`src/rtl/uart_cmd_parser.sv`:
```
// Parses SYNC/ADDR/DATA/CSUM command frames from a UART byte stream into
// register write strobes, with an inter-byte timeout inside a frame.
//
// state    | meaning
// IDLE     | waiting for the SYNC byte; no timeout running
// GET_ADDR | SYNC seen, next byte is the register address
// GET_DATA | address buffered, next byte is the register data
// GET_CSUM | data buffered, next byte closes the frame
module uart_cmd_parser #(
  parameter logic [7:0] SYNC    = 8'hA5,
  parameter int         TIMEOUT = 250000
) (
  input  logic       clock25,
  input  logic       reset,
  input  logic       ready,
  input  logic [7:0] rbyte,
  output logic       we,
  output logic [7:0] addr,
  output logic [7:0] data,
  output logic       err,
  output logic       busy,
  output logic [7:0] cnt_ok,
  output logic [7:0] cnt_err
);

  localparam int TW = (TIMEOUT > 2) ? $clog2(TIMEOUT) : 1;

  typedef enum logic [1:0] {
    IDLE     = 2'd0,
    GET_ADDR = 2'd1,
    GET_DATA = 2'd2,
    GET_CSUM = 2'd3
  } state_t;

  state_t          state, state_nxt;
  logic [TW-1:0]   tmo_cnt;
  logic [7:0]      addr_buf, data_buf;
  logic [7:0]      csum_sum;
  logic            expire;
  logic            ld_addr, ld_data, commit, fail;

  // A byte in the expiry cycle wins over the timeout.
  assign expire   = (state != IDLE) && !ready && (tmo_cnt == TW'(TIMEOUT - 1));
  assign csum_sum = addr_buf + data_buf + rbyte;

  always_ff @(posedge clock25) begin
    if (reset) state <= IDLE;
    else       state <= state_nxt;
  end

  always_comb begin
    state_nxt = state;
    ld_addr   = 1'b0;
    ld_data   = 1'b0;
    commit    = 1'b0;
    fail      = 1'b0;
    case (state)
      IDLE: begin
        if (ready && rbyte == SYNC) state_nxt = GET_ADDR;
      end
      GET_ADDR: begin
        if (ready) begin
          ld_addr   = 1'b1;
          state_nxt = GET_DATA;
        end else if (expire) begin
          fail      = 1'b1;
          state_nxt = IDLE;
        end
      end
      GET_DATA: begin
        if (ready) begin
          ld_data   = 1'b1;
          state_nxt = GET_CSUM;
        end else if (expire) begin
          fail      = 1'b1;
          state_nxt = IDLE;
        end
      end
      GET_CSUM: begin
        if (ready) begin
          if (csum_sum == 8'd0) commit = 1'b1;
          else                  fail   = 1'b1;
          state_nxt = IDLE;
        end else if (expire) begin
          fail      = 1'b1;
          state_nxt = IDLE;
        end
      end
      default: state_nxt = IDLE;
    endcase
  end

  always_ff @(posedge clock25) begin
    if (reset) begin
      tmo_cnt  <= '0;
      addr_buf <= 8'd0;
      data_buf <= 8'd0;
      addr     <= 8'd0;
      data     <= 8'd0;
      we       <= 1'b0;
      err      <= 1'b0;
      busy     <= 1'b0;
      cnt_ok   <= 8'd0;
      cnt_err  <= 8'd0;
    end else begin
      we   <= commit;
      err  <= fail;
      busy <= (state_nxt != IDLE);
      if (state == IDLE || ready || expire) tmo_cnt <= '0;
      else                                  tmo_cnt <= tmo_cnt + TW'(1);
      if (ld_addr) addr_buf <= rbyte;
      if (ld_data) data_buf <= rbyte;
      if (commit) begin
        addr   <= addr_buf;
        data   <= data_buf;
        cnt_ok <= cnt_ok + 8'd1;
      end
      if (fail) cnt_err <= cnt_err + 8'd1;
    end
  end

endmodule

```
`config.mk`:
```
export PLATFORM = sky130hd
export DESIGN_NAME = uart_cmd_parser
export DESIGN_NICKNAME = d
export VERILOG_FILES = /design/src/rtl/uart_cmd_parser.sv
export SDC_FILE = /design/constraint.sdc
export NUM_CORES = 1
export LEC_CHECK = 0
export BUFFER_PORTS_ARGS = -buffer_cell sky130_fd_sc_hd__buf_4
export CAP_MARGIN = 20
export CORE_MARGIN = 4
export CORE_UTILIZATION = 30
export DETAILED_ROUTE_END_ITERATION = 10
export HOLD_SLACK_MARGIN = 0.03
export PLACE_DENSITY = 0.57
export SYNTH_ARGS = -nofsm -noshare
export SYNTH_HDL_FRONTEND = slang
export SYNTH_SLANG_ARGS = --single-unit
```
`constraint.sdc`:
```
create_clock -name clock25 -period 3.7 [get_ports clock25]
set_input_delay 0 -clock clock25 [delete_from_list [all_inputs] [get_ports clock25]]
set_output_delay 0 -clock clock25 [all_outputs]
set_load 0.01 [all_outputs]
```
==> results.md, run 1 <==
- The number of instances in the synthesized netlist is 395.
- The H-tree depth is 3.
- Counting flops with an async set or reset pin after synthesis yields a share of 0.
- During placement, the flow inserted port buffers numbering 45.
- Timing analysis after detailed placement gives a worst setup slack of 169 ps.
- The first-pass iteration count of the detailed router is 4.
- The total wire length after detailed routing is 8.18 mm.
- VDD sags by at most 0.258 mV.
- The length of routed wiring on met1 is 3.78 mm.
- The total number of vias is 2908.
- Of the total power, the share spent switching nets is 0.224.
- The total net switching power is 0.391 mW.
- The area enclosed by the die boundary is 13400 um2.
- Among all flip-flop cells after synthesis, the most frequent one is sky130_fd_sc_hd__dfxtp_1.
- The number of nets handed over by synthesis was 427.
- The proportion of power drawn by flip-flops and latches is 0.446.
- After synthesis, the largest family of logic cells by area is simple AND/OR/NAND/NOR gates.
- The ratio of routed vias to standard cells is 4.89.
- The relative area change from synthesis to final layout is 24.5%.
- Power spread over the standard cell area amounts to 401 nW/um2.
- The headroom to the max-slew limit is 0.584.
- The later pin in the worst-skew pair is clocked with a latency of 330 ps.
- The remaining global-route overflow is 0.
- The maximum clock insertion buffer count is 2.
- TritonCTS built the clock tree.
- Of the total synthesized cell area, the portion taken by full adders, half adders and majority gates is 0.0924.
- Summing every instance area after synthesis gives 3490 um2.
- The final worst setup slack is 126 ps.
- Entering global routing, the biggest net connects 64 pins.
- The die height is 116 um.
- The highest layer used for signal routing is met4.
- The mux contribution to synthesized area is 0.0712.
- The total negative slack for setup checks is 0 ps.
- The transition at the pin with the smallest max-transition slack is 625 ps.
- The antenna diode count is 0.
- The clock skew is 7.29 ps.
- Yosys mapped a number of flops with a built-in enable equal to 0.
- The fraction of synthesized cell area in xor and xnor cells is 0.0526.
- Internal power comes to 1.35 mW.
- The number of gates resized after CTS was 0.
- The via count of the first global-routing pass is 2939.
- The arrival time at the worst endpoint is 3790 ps.
- The required arrival time at the worst endpoint is 3920 ps.
- The total global-route track usage is 0.129.
- The critical path start-end classification is in2reg.
- The clock drives 71 sinks.
- The share of layout cells above drive strength 1 is 0.173.
- The initialized floorplan defines 39 standard-cell rows.
- The total area of multi-input combinational cells is 1950 um2.
- The analysis attributes to cell leakage a power of 1.70 nW.
- The worst hold-check path type is in2reg.
- The number of filler cells placed in the layout is 1164.
- The final setup violation count is 0.
- The number of remaining DRC errors is 0.
- In this run the post-CTS setup repair buffer count came out at 0.
- The number of pins exceeding their max-slew limit in the final report is 0.
- Wire segments on met3 add up to 360 um in the final route.
- The netlist uses 48 different library cells.
- The remaining antenna violation count is 0.
- The final hold violation count came to 0.
- The worst setup path is captured at a register.
- In this run the worst path has a maximum fanout of 10.
- The number of buffers created by CTS is 9.
- The mean area per synthesized cell is 8.85 um2.
- The run finished with clean final reports.
- Setup repair after global routing left no endpoint under its margin.
- At the end of routability-driven placement, the weighted congestion stood at 0.896.
- STA classifies the critical path startpoint as a primary input.
- The max-capacitance violation count is 0.
- The time the final worst path needs with I/O delays and setup is 3570 ps.
- The first routing iteration left 161 violations.
- The number of antenna violations at the first check in global routing was 0.
- The sequential area share after synthesis is 0.407.
- The net count of the finished layout is 479.
- The clock tree root driver cell is sky130_fd_sc_hd__clkbuf_16.
- The starting utilization of the core area is 0.306.
- The die extent in x is 116 um.
- The post-detailed-placement half-perimeter wirelength is 5.81 mm.
- The core region is 11400 um2.
- The post-synthesis compound-gate area fraction is 0.104.
- The footprint of the flip-flops and latches is 1420 um2.
- The Yosys step of the flow raised 0 warnings.
- The count of state elements after synthesis is 71.
- Timing would allow up to 280 MHz.
- The first-pass GRT wire length is 13.8 mm.
- Detailed routing placed a total of 3.92 mm of wire on met2.
- The portion of total power attributed to combinational logic is 0.062.
- The average wire per standard cell is 13.8 um.
- Of the total synthesized cell area, the portion taken by AND, OR, NAND and NOR gates is 0.235.
- After clock tree synthesis, the clock-pin slew on the worst setup and hold paths is 50 ps.
- Of the total power, the clock network draws 0.493.
- Of the available clock period, the critical path in the final layout requires 0.966.
- The number of placed I/O pins is 46.
==> sequential cells by signal (all words and copies together), names as in the netlist <==
name and count:
cnt_ok 8, state 2, cnt_err 8, busy 1
addr_buf 8, addr 8, we 1, data 8
data_buf 8, tmo_cnt 18, err 1
==> per-stage QoR <==
stage                     utilization  hold slack [ps]  std cells  cell area, um2  power (mW)
after floorplan                     -              147        395            3490       0.859
after global placement          0.348              284        571            3980       0.892
after detailed placement        0.348              289        571            3980       0.895
after CTS                       0.381             73.5        595            4350        1.77
after global routing            0.381              100        595            4350        1.81
final                           0.381             76.6        595            4350        1.74
==> kinds of logic (layout without fill, tap and decap cells) <==
group                    Yosys count  after routing
AND/OR/NAND/NOR                  169            169
buffers and inverters             33             90
multiplexers                      24             24
flip-flops                        71             71
XOR/XNOR                          21             21
AO/OA/AOI/OAI                     56             56
adder cells (fa/ha/maj)           21             21
==> power by group through the flow <==
stage	clock network [mW]	logic, mW	registers (mW)
finish	0.859	0.108	0.777
global route	0.914	0.123	0.778
CTS	0.882	0.110	0.777
detailed placement	0	0.102	0.794
global placement	0	0.0982	0.794
floorplan	0	0.0658	0.793
==> cell usage in the layout (no fill, tap or decap), types with 10 or more instances in the layout <==
| cell type | count |
|---|---|
| sky130_fd_sc_hd__ha_1 | 13 |
| sky130_fd_sc_hd__xnor2_1 | 10 |
| sky130_fd_sc_hd__inv_1 | 17 |
| sky130_fd_sc_hd__nor2_1 | 53 |
| sky130_fd_sc_hd__a21oi_1 | 28 |
| sky130_fd_sc_hd__dfxtp_1 | 71 |
| sky130_fd_sc_hd__xor2_1 | 11 |
| sky130_fd_sc_hd__nand2_1 | 34 |
| sky130_fd_sc_hd__mux2i_1 | 17 |
| sky130_fd_sc_hd__nand3_1 | 30 |
| sky130_fd_sc_hd__buf_4 | 49 |
==> Yosys cell counts, types with 2 or more instances <==
master / n / area (um2)
sky130_fd_sc_hd__dfxtp_1: 71 / 1420
sky130_fd_sc_hd__nor2_1: 53 / 199
sky130_fd_sc_hd__nand2_1: 34 / 128
sky130_fd_sc_hd__nand3_1: 30 / 150
sky130_fd_sc_hd__a21oi_1: 28 / 140
sky130_fd_sc_hd__inv_1: 17 / 63.8
sky130_fd_sc_hd__mux2i_1: 17 / 170
sky130_fd_sc_hd__clkbuf_1: 13 / 48.8
sky130_fd_sc_hd__ha_1: 13 / 163
sky130_fd_sc_hd__xor2_1: 11 / 96.3
sky130_fd_sc_hd__xnor2_1: 10 / 87.6
sky130_fd_sc_hd__fa_1: 8 / 160
sky130_fd_sc_hd__mux2_2: 7 / 78.8
sky130_fd_sc_hd__nor2b_1: 7 / 43.8
sky130_fd_sc_hd__or3_1: 7 / 43.8
sky130_fd_sc_hd__or4_1: 7 / 52.6
sky130_fd_sc_hd__nand4_1: 6 / 37.5
sky130_fd_sc_hd__nor3_1: 6 / 30.0
sky130_fd_sc_hd__nand2b_1: 5 / 31.3
sky130_fd_sc_hd__o21ai_0: 4 / 20.0
sky130_fd_sc_hd__o31ai_1: 4 / 30.0
sky130_fd_sc_hd__o211ai_1: 3 / 22.5
sky130_fd_sc_hd__o22ai_1: 3 / 18.8
sky130_fd_sc_hd__or2_2: 3 / 18.8
sky130_fd_sc_hd__a21o_1: 2 / 15.0
sky130_fd_sc_hd__nor4_1: 2 / 12.5
sky130_fd_sc_hd__o21ai_1: 2 / 10.0
sky130_fd_sc_hd__o32ai_1: 2 / 17.5
==> worst max-delay path: stages <==
cell                            delay, ps
sky130_fd_sc_hd__dlygate4sd3_1        540
sky130_fd_sc_hd__buf_4                160
sky130_fd_sc_hd__fa_1                 540
sky130_fd_sc_hd__ha_1                 190
sky130_fd_sc_hd__inv_1                 60
sky130_fd_sc_hd__fa_1                 390
sky130_fd_sc_hd__and2b_1              250
sky130_fd_sc_hd__o211ai_1             110
sky130_fd_sc_hd__o21bai_1             160
sky130_fd_sc_hd__a21oi_1              130
sky130_fd_sc_hd__or4_4                600
sky130_fd_sc_hd__or3_1                380
sky130_fd_sc_hd__mux2_2               270
==> worst paths after layout <==
kind                                   from          end  slack [ps]  depth (start not counted)
worst max-delay path               rbyte[1]    cnt_ok[4]         130                         13
worst min-delay path                  ready  addr_buf[6]          80                          3
worst max register to register  addr_buf[0]    cnt_ok[4]         180                         13
worst min register to register  addr_buf[0]  addr_buf[0]         470                          2
==> per-layer routing <==
| layer | vias to the layer above | track usage |
|---|---|---|
| met1 | 1380 | 0.155 |
| met4 | 0 | 0.0410 |
| li1 | 1477 | - |
| met2 | 40 | 0.218 |
| met5 | - | 0 |
| met3 | 11 | 0.0413 |
==> what timing repair did <==
action	CTS	global route
setup endpoints to repair	0	3
endpoints found under the hold margin	16	0
hold buffers	8	0
==> area by class of cell <==
type | instances | share of cell area
multi-input cells | 291 | 0.447
flip-flops and latches | 71 | 0.327
repair buffers | 57 | 0.103
clock buffers | 13 | 0.0575
well taps | 143 | 0.0411
inverters | 17 | 0.0147
clock inverters | 3 | 0.00978
No activity file was read; power rests on OpenSTA's default activity.
==> run 2: changes to the inputs <==
--- a/config.mk
+++ b/config.mk
@@ -11,7 +11,7 @@
 export CORE_UTILIZATION = 30
 export DETAILED_ROUTE_END_ITERATION = 10
 export HOLD_SLACK_MARGIN = 0.03
-export PLACE_DENSITY = 0.57
+export PLACE_DENSITY = 0.46
 export SYNTH_ARGS = -nofsm -noshare
 export SYNTH_HDL_FRONTEND = slang
 export SYNTH_SLANG_ARGS = --single-unit
==> results.md, run 2 (synthesis gave the netlist of run 1 again) <==
- The startpoint of the lowest-slack hold path is ready.
- The final-stage net count is 479 (unchanged).
- The remaining antenna violation count is 0 (unchanged).
- The maximum fanout count along the critical path is 11 (+1).
- The area enclosed by the die boundary is 13400 um2 (unchanged).
- The kind of cell with the highest combined delay on the critical path is simple AND/OR/NAND/NOR gates.
- The critical path goes through dlygate4sd3_1 > buf_4 > fa_1 > ha_1 > inv_1 > fa_1 > and2b_1 > o211ai_1 > o21bai_1 > a21oi_1 > or4_4 > or3_1 > mux2_2.
- The ratio of routed vias to standard cells is 4.86 (-0.58%).
- The number of buffer and inverter instances along the worst setup path is 3 (unchanged).
- The max-capacitance violation count is 0 (unchanged).
- The worst flop-to-flop path endpoint is cnt_ok[4].
- The antenna diode count is 0 (unchanged).
- The worst setup path is launched from a primary input.
- The total wire length after detailed routing is 8.21 mm (+0.32%).
- The fmax was 286 MHz (+2.3%).
- The die height is 116 um (unchanged).
- The tightest min-delay check is of the in2reg type.
- TritonCTS built the clock tree.
- Setup repair after global routing left no endpoint under its margin.
- The first-pass GRT wire length came to 13.9 mm (+1.1%).
- The reg2reg setup slack is 260 ps (+80 ps).
- The starting utilization of the core area is 0.306 (unchanged).
- The flip-flop count of the largest register, all copies and words added was 18 (unchanged).
- The final worst setup slack is 206 ps (+79.5 ps).
- The final setup violation count is 0 (unchanged).
- The number of antenna violations at the first check in global routing is 0 (unchanged).
- The clock tree root driver cell is sky130_fd_sc_hd__clkbuf_16.
- The endpoint kind of the worst setup timing path is a register.
- The number of buffers created by CTS is 9 (unchanged).
- The clock skew is 7.25 ps (-0.0396 ps).
- The flow ran to the end, and the final reports show no timing, DRC or antenna violations.
- The post-detailed-placement half-perimeter wirelength is 5.80 mm (-0.21%).
- The area of the core is 11400 um2 (unchanged).
- The hold path depth is 3 (unchanged).
- The top cell types in the final layout, fill and taps aside, are 71 x sky130_fd_sc_hd__dfxtp_1, 53 x sky130_fd_sc_hd__nor2_1, 49 x sky130_fd_sc_hd__buf_4, 34 x sky130_fd_sc_hd__nand2_1, 30 x sky130_fd_sc_hd__nand3_1.
- The most common library cell in the layout ignoring fill and taps is sky130_fd_sc_hd__dfxtp_1.
- The number of violations reported at the end of detailed-routing iteration 0 is 89 (-45%).
- The final hold violation count is 0 (unchanged).
- The H-tree depth came to 3 (unchanged).
- The first-pass iteration count of the detailed router is 4 (unchanged).
- The number of pins exceeding their max-slew limit in the final report is 0 (unchanged).
- The area growth from synthesis to layout is 25.7%.
- The number of filler cells placed in the layout was 1182 (+1.5%).
- The die extent in x is 116 um (unchanged).
- The clock transition at the registers of the reported paths is 60 ps (about the same).
- The headroom to the max-slew limit was 0.581 (-0.00294).
- The static leakage is 1.71 nW (+1.1%).
- The total power per unit cell area is 418 nW/um2 (+4.4%).
- The part of the cycle the worst path needs is 0.944 (-0.0215).
- The share of layout cells above drive strength 1 is 0.179 (+0.00664).
- The remaining global-route overflow is 0 (unchanged).
- The dominant cell type by count on the critical path is sky130_fd_sc_hd__fa_1.
- The sink count of the clock tree is 71 (unchanged).
- The peak per-stage delay on the critical path is 570 ps (-30 ps).
- The worst setup path is of the in2reg kind.
- The number of remaining DRC errors is 0 (unchanged).
- The transition at the pin with the smallest max-transition slack is 629 ps (+4.42 ps).
- The total global-route track usage is 0.130 (+0.00111).
- The total of cells resized after clock tree synthesis is 0 (unchanged).
- The maximum clock insertion buffer count is 2 (unchanged).
- The via count of the first global-routing pass is 2843 (-3.3%).
- The average wire per standard cell is 13.8 um (+0.32%).
- The count of port buffers added during placement is 45 (unchanged).
- The last weighted congestion value of the routability-driven placer was 0.828 (-7.6%).
- The required arrival time at the worst endpoint was 3920 ps (about the same).
- The total number of vias was 2891 (-0.58%).
- The utilization of the core after routing is 0.385 (+0.00351).
- The worst-case vdd ir drop is 0.347 mV (+35%).
- The worst hold slack is 98.1 ps (+21.5 ps).
- The number of buffers inserted by post-CTS setup repair came to 0 (unchanged).
- The largest net degree at the start of global routing was 64 (unchanged).
- The number of placed I/O pins was 46 (unchanged).
- The worst register-to-register path begins at addr_buf[0].
- The worst hold path terminates at addr_buf[7].
- The arrival time at the worst endpoint is 3710 ps (-80 ps).
- The time the final worst path needs with I/O delays and setup is 3490 ps (-79.5 ps).
- The row count is 39 (unchanged).
- The worst slack after detailed placement is 176 ps (+6.40 ps).
- The total negative slack for setup checks came to 0 ps (unchanged).
- The number of cells on the worst reg-to-reg path is 13 (unchanged).
- The later-pin clock latency in the skew report came to 330 ps (about the same).
- The master of the slowest instance on the critical path is sky130_fd_sc_hd__or4_4.
- The register bank with the most flops is tmo_cnt.
run 2: changes by cell type in the layout (fill, tap and decap cells not counted):
| cell | previous run | this run |
|---|---|---|
| sky130_fd_sc_hd__bufinv_16 | 1 | 2 |
| sky130_fd_sc_hd__clkbuf_1 | 3 | 0 |
| sky130_fd_sc_hd__clkbuf_8 | 1 | 2 |
| sky130_fd_sc_hd__clkinvlp_4 | 1 | 2 |
run 2: worst register-to-register path: cells and delay by family, from the launching register on:
family	cells	cell delay, ps
AO/OA/AOI/OAI	3	370
adder cells (fa/ha/maj)	3	930
buffers and inverters	3	200
flip-flops	1	350
multiplexers	1	270
AND/OR/NAND/NOR	3	1210
run 2: final cells by class:
class | count | area, um2 | area share
multi-input combinational | 291 | 1950 | 0.443
sequential | 71 | 1420 | 0.324
timing repair buffer | 57 | 448 | 0.102
clock buffer | 11 | 253 | 0.0575
tap | 143 | 179 | 0.0407
clock inverter | 5 | 80.1 | 0.0182
inverter | 17 | 63.8 | 0.0145
run 2: metal layers:
metal / wire [um] / GRT usage / share of wire
met5: 0 / 0 / 0
met4: 121 / 0.0425 / 0.015
met3: 300 / 0.0313 / 0.037
met2: 3750 / 0.207 / 0.46
met1: 4040 / 0.173 / 0.49
run 2: what timing repair did:
| action | 4_1_cts | 5_1_grt |
|---|---|---|
| endpoints found under the hold margin | 16 | 0 |
| endpoints found under the setup margin | 0 | 3 |
| hold buffers | 8 | 0 |
run 2: worst max path at each step:
stage                           start        end  slack, ps  cells past startpoint
final                        rbyte[1]  cnt_ok[4]        210                     13
after global routing         rbyte[0]  cnt_ok[7]         10                     15
after CTS                    rbyte[1]  cnt_ok[4]        130                     13
after detailed placement  addr_buf[0]  cnt_ok[4]        180                     13
after global placement    addr_buf[1]  cnt_ok[4]        260                     11
after floorplan           addr_buf[1]  cnt_ok[7]        340                     12
run 2: metrics by stage:
step                std cells  total power, mW  area [um2]
finish                    595             1.84        4390
detailed placement        571            0.897        3980
CTS                       595             1.87        4390
global route              595             1.91        4390
floorplan                 395            0.859        3490
global placement          571            0.895        3980
run 2: power breakdown:
| group | leakage [nW] | internal, mW | switching, mW | total, mW |
|---|---|---|---|---|
| clock network | 0.158 | 0.625 | 0.326 | 0.951 |
| registers | 0.572 | 0.771 | 0.00609 | 0.777 |
| logic | 0.985 | 0.0422 | 0.0665 | 0.109 |
| total | 1.71 | 1.44 | 0.399 | 1.84 |
